File: src/rtl/pc_sequencer.sv
// Fetch-stage program-counter sequencer with branch, jump, call/return and stall.
// The return-address stack is built only when PC_SEQUENCER_RAS_EN is defined.
module pc_sequencer #(
  parameter int unsigned                PC_WIDTH     = 9,
  parameter int unsigned                OFFSET_WIDTH = 9,
  parameter logic [PC_WIDTH-1:0]        RESET_ADDR   = '0,
  parameter int unsigned                RAS_DEPTH    = 4
) (
  input  logic                          clk,
  input  logic                          rst,
  input  logic                          stall,
  input  logic                          take_branch,
  input  logic [OFFSET_WIDTH-1:0]       offset,
  input  logic                          jump,
  input  logic                          call,
  input  logic                          ret,
  input  logic [PC_WIDTH-1:0]           jump_target,
  output logic [PC_WIDTH-1:0]           pc,
  output logic [$clog2(RAS_DEPTH):0]    ras_count,
  output logic                          ras_overflow,
  output logic                          ras_underflow
);

  logic [PC_WIDTH-1:0] pc_next;
  logic [PC_WIDTH-1:0] pc_inc;
  logic [PC_WIDTH-1:0] offset_ext;

  assign pc_inc     = pc + 1'b1;
  assign offset_ext = PC_WIDTH'(signed'(offset));

`ifdef PC_SEQUENCER_RAS_EN
  localparam int unsigned PTR_W = $clog2(RAS_DEPTH);
  localparam int unsigned CNT_W = PTR_W + 1;

  logic [PC_WIDTH-1:0] ras_mem [RAS_DEPTH];
  logic [PTR_W-1:0]    wr_ptr;
  logic [PTR_W-1:0]    top_ptr;
  logic                ras_full;
  logic                ras_empty;
  logic                push;
  logic                pop;
  logic                underflow_set;

  assign top_ptr   = wr_ptr - 1'b1;
  assign ras_full  = (ras_count == CNT_W'(RAS_DEPTH));
  assign ras_empty = (ras_count == '0);

  // NOTE: every output of this block gets a default first so no latch is inferred.
  always_comb begin
    pc_next       = pc_inc;
    push          = 1'b0;
    pop           = 1'b0;
    underflow_set = 1'b0;
    if (stall) begin
      pc_next = pc;
    end else if (ret) begin
      if (!ras_empty) begin
        pc_next = ras_mem[top_ptr];
        pop     = 1'b1;
      end else begin
        underflow_set = 1'b1;
      end
    end else if (call) begin
      pc_next = jump_target;
      push    = 1'b1;
    end else if (jump) begin
      pc_next = jump_target;
    end else if (take_branch) begin
      pc_next = pc + offset_ext;
    end
  end

  // A push onto a full stack overwrites the oldest entry; count saturates.
  always_ff @(posedge clk or posedge rst) begin
    if (rst) begin
      wr_ptr        <= '0;
      ras_count     <= '0;
      ras_overflow  <= 1'b0;
      ras_underflow <= 1'b0;
    end else begin
      if (push) begin
        wr_ptr <= wr_ptr + 1'b1;
        if (ras_full) ras_overflow <= 1'b1;
        else          ras_count    <= ras_count + 1'b1;
      end else if (pop) begin
        wr_ptr    <= top_ptr;
        ras_count <= ras_count - 1'b1;
      end
      if (underflow_set) ras_underflow <= 1'b1;
    end
  end

  // NOTE: stack storage has no reset; entries are only read while ras_count covers them.
  always_ff @(posedge clk) begin
    if (push) ras_mem[wr_ptr] <= pc_inc;
  end
`else
  always_comb begin
    pc_next = pc_inc;
    if (stall) begin
      pc_next = pc;
    end else if (ret) begin
      pc_next = pc_inc;
    end else if (call || jump) begin
      pc_next = jump_target;
    end else if (take_branch) begin
      pc_next = pc + offset_ext;
    end
  end

  assign ras_count     = '0;
  assign ras_overflow  = 1'b0;
  assign ras_underflow = 1'b0;
`endif

  always_ff @(posedge clk or posedge rst) begin
    if (rst) pc <= RESET_ADDR;
    else     pc <= pc_next;
  end

endmodule

File: config.mk
export PLATFORM = sky130hd
export DESIGN_NAME = pc_sequencer
export DESIGN_NICKNAME = d
export VERILOG_FILES = /design/src/rtl/pc_sequencer.sv
export SDC_FILE = /design/constraint.sdc
export NUM_CORES = 1
export LEC_CHECK = 0
export CAP_MARGIN = 20
export CORE_ASPECT_RATIO = 0.8
export CORE_MARGIN = 2
export CORE_UTILIZATION = 41
export CTS_CLUSTER_DIAMETER = 40
export CTS_CLUSTER_SIZE = 14
export DETAILED_ROUTE_END_ITERATION = 6
export GPL_ROUTABILITY_DRIVEN = 1
export GPL_TIMING_DRIVEN = 0
export PLACE_DENSITY = 0.74
export SLEW_MARGIN = 20
export SYNTH_ARGS = -nofsm -noshare
export SYNTH_HDL_FRONTEND = slang
export SYNTH_SLANG_ARGS = --single-unit
File: constraint.sdc
create_clock -name clk -period 2.2 [get_ports clk]
set_input_delay 0.22 -clock clk [delete_from_list [all_inputs] [get_ports clk]]
set_output_delay 0.22 -clock clk [all_outputs]
set_load 0.01 [all_outputs]
==> impl_metrics.py <==
metrics = {
    "floorplanning": {
        "die-height_um": 50.6,
        "rows": 16,
        "coreArea_mm2": 0.00250,
        "io_pins": 39,
        "fp.dieArea_mm2": 0.00315,
        "die_width_um": 62.2,
        "start_util_pct": 44.5,
    },
    "clock_network": {
        "cts_max_path_buffers": 2,
        "clk-insertion-delay-late_ns": 0.27,
        "cts_made_buffers": 3,
        "htreeDepth": 1,
        "cts-hold-fix-buffers": 0,
        "numClockSinks": 9,
        "cts_tree": "done",
        "path_clk_slew_ns": 0.07,
        "cts_root_buffer": "clkbuf_4",
    },
    "routing": {
        "drc": 0,
        "wire_per_inst_um": 14.6,
        "ant_nets": 0,
        "drt-pass1-iter-count": 4,
        "finalWirelength_um": 3230,
        "routed_via_density": 5.58,
        "drtIter0Drc": 63,
        "vias": 1233,
    },
    "synth": {
        "synth-main-ff-cell": "dfrtp_1",
        "avgSynthCellArea_um2": 7.83,
        "synth_compound_area_share_pct": 30.1,
        "synth_adder_area_share_pct": 11.9,
        "yosys.area_share.xor_xnor_pct": 4.72,
        "yosys.area_share.simple_pct": 21.8,
        "yosysSeqAreaShare_pct": 20.2,
        "async_flop_share_pct": 100,
        "synth_cell_types": 46,
        "synth-seq-cells": 9,
        "synth_edf_count": 0,
        "synth_cells": 142,
        "synth_mux_area_share_pct": 3.26,
        "syn-cell-area_mm2": 0.00111,
        "synth_warnings": 0,
        "synth_top_family_by_area": "compound AO/OA/AOI/OAI gates",
    },
    "timing": {
        "final.setup_skew_ns": 0.00192,
        "setup_ws_ns": 0.103,
        "rsz0062_at_grt": "no",
        "fin_crit_ns": 2.10,
        "fmax_mhz": 477,
        "finalSetupViolations": 0,
        "finalMaxSlewViolations": 0,
        "finalCritPeriodShare_pct": 95.3,
        "finalHoldViolations": 0,
    },
    "final_layout": {
        "area_delta_synth_final_pct": 40.4,
        "final_layout_size_suffix_gt1_share_pct": 11.9,
        "seq_area_um2": 226,
        "largest_reg_flops": 9,
        "largestRegisters": "pc x9",
        "n_antenna_cell": 0,
        "layout.nets": 221,
        "n_fill_cell": 240,
        "top_register": "pc",
        "multi_input_area_um2": 837,
        "fin_cells": 221,
    },
    "placement": {
        "gp_congestion": 0.869,
        "hpwlAfterDp_um": 2450,
        "place_ws_ns": -0.281,
        "port_buffers": 32,
        "place_inst": 214,
    },
    "grt": {
        "grt_max_degree": 11,
        "grt_pass1_wl_um": 5310,
        "gr-usage-all-layers_pct": 20.8,
        "grt_overflow": 0,
        "grt_pass1_vias": 1136,
        "antenna_found_initial": 0,
    },
    "power": {
        "peakVddDrop_uv": 295,
        "power.switching_uw": 405,
        "clkPwrFrac_pct": 13.8,
        "intPower_uw": 571,
        "leakagePower_nw": 0.635,
        "sw_frac_of_total_pct": 41.5,
        "power_density_mw_per_mm2": 625,
        "seqPwrFrac_pct": 27.1,
        "comb_power_share_pct": 59.1,
    },
    "critical_path": {
        "reg2regPathDepth": 9,
        "start_kind": "input port",
        "crit_path_max_fanout": 3,
        "criticalPathCategory": "in -> reg",
        "critical_path_arrival_ns": 2.24,
        "crit_required_ns": 2.34,
        "end_kind": "flop",
    },
    "run": {
        "drv_cap": 0,
    },
    "status": {
        "status": "completed",
    },
    "hold_path": {
        "min_path_type": "in -> async",
    },
}
[per-stage QoR]
step / cell area (um^2) / utilization [%] / TNS (ns) / total power, mW / hold WS, ns
6_report: 1560 / 62.4 / 0 / 0.976 / 0.226
5_1_grt: 1560 / 62.4 / 0 / 1.06 / 0.269
4_1_cts: 1520 / 60.9 / 0 / 0.940 / 0.244
3_5_place_dp: 1490 / 59.7 / -0.449 / 0.799 / 0.517
3_3_place_gp: 1490 / 59.7 / -0.448 / 0.789 / 0.518
2_1_floorplan: 1130 / - / 0 / 0.600 / 0.0479
[cell families (layout without fill, tap and decap cells)]
logic type / Yosys count / count (layout)
multiplexers: 3 / 3
flip-flops: 9 / 9
adder cells (fa/ha/maj): 10 / 10
XOR/XNOR: 6 / 6
AO/OA/AOI/OAI: 49 / 49
other: 1 / 5
buffers and inverters: 17 / 56
AND/OR/NAND/NOR: 47 / 47
[per-layer routing]
layer,track usage (%),up-vias,share of wire (%)
li1,-,619,-
met1,31.1,546,46
met2,31.2,66,43
met3,3.14,2,9.9
met4,5.56,0,0.59
met5,0,-,0
[synth_stat cells, types with 3 or more instances]
master | n | area share, %
a21oi_1 | 13 | 5.8
nand2_1 | 13 | 4.4
dfrtp_1 | 9 | 20
ha_1 | 9 | 10
nor2_1 | 8 | 2.7
inv_1 | 6 | 2.0
a31oi_1 | 5 | 2.8
buf_4 | 5 | 3.4
clkbuf_1 | 5 | 1.7
nand2b_1 | 5 | 2.8
nand3_1 | 5 | 2.2
nor3_1 | 4 | 1.8
o221ai_1 | 4 | 3.1
xnor2_1 | 4 | 3.1
a21o_1 | 3 | 2.0
and4_1 | 3 | 2.4
o21ai_0 | 3 | 1.3
o22ai_1 | 3 | 1.7
[layout by cell type (no fill, tap or decap), drive strengths merged, types with 4 or more instances in the layout]
| cell type | count |
|---|---|
| buf | 9 |
| nand3 | 5 |
| ha | 9 |
| inv | 6 |
| nor3 | 4 |
| nor2 | 8 |
| nand2b | 5 |
| dfrtp | 9 |
| xnor2 | 4 |
| o221ai | 4 |
| o21ai | 6 |
| nand2 | 13 |
| a21oi | 13 |
| a31oi | 5 |
| conb | 5 |
| clkbuf | 9 |
| clkdlybuf4s50 | 32 |
[power groups by stage]
stage                     clock (mW)  sequential, mW  combinational (mW)
after global routing           0.148           0.276               0.632
after floorplan                    0           0.265               0.335
after CTS                      0.135           0.265               0.541
after global placement             0           0.265               0.524
final                          0.135           0.265               0.577
after detailed placement           0           0.267               0.532
[final timing paths]
path                                   start           endpoint  slack [ns]
hold reg to reg            pc[0]$_DFFE_PP0N_  pc[0]$_DFFE_PP0N_        0.56
setup reg to reg           pc[0]$_DFFE_PP0N_  pc[8]$_DFFE_PP0N_        0.11
max in group asynchronous                rst  pc[0]$_DFFE_PP0N_        1.68
setup / recovery                   offset[0]  pc[8]$_DFFE_PP0N_        0.10
hold / removal                           rst  pc[7]$_DFFE_PP0N_        0.23
min in group clk                       stall  pc[4]$_DFFE_PP0N_        0.50
[repair_timing]
action	in CTS	in global routing
endpoints found under the setup margin	1	2
pin swaps	1	1
gates resized for setup	2	4
buffers inserted	0	3
gates cloned	0	0
[worst max-delay path: stages]
cell             delay (ns)
clkdlybuf4s50_1        0.47
ha_2                   0.19
inv_1                  0.05
fa_2                   0.34
nand2b_1               0.16
o2bb2ai_2              0.14
o21ai_2                0.23
buf_4                  0.15
a311o_1                0.19
a31oi_1                0.08
[area by class of cell]
type	count	area share (%)
flip-flops and latches	9	14.5
plain buffers	11	3.93
clock buffers	4	1.68
repair buffers	35	22.0
inverters	6	1.44
multi-input cells	120	53.6
well taps	36	2.88
No activity file was read; power rests on OpenSTA's default activity.
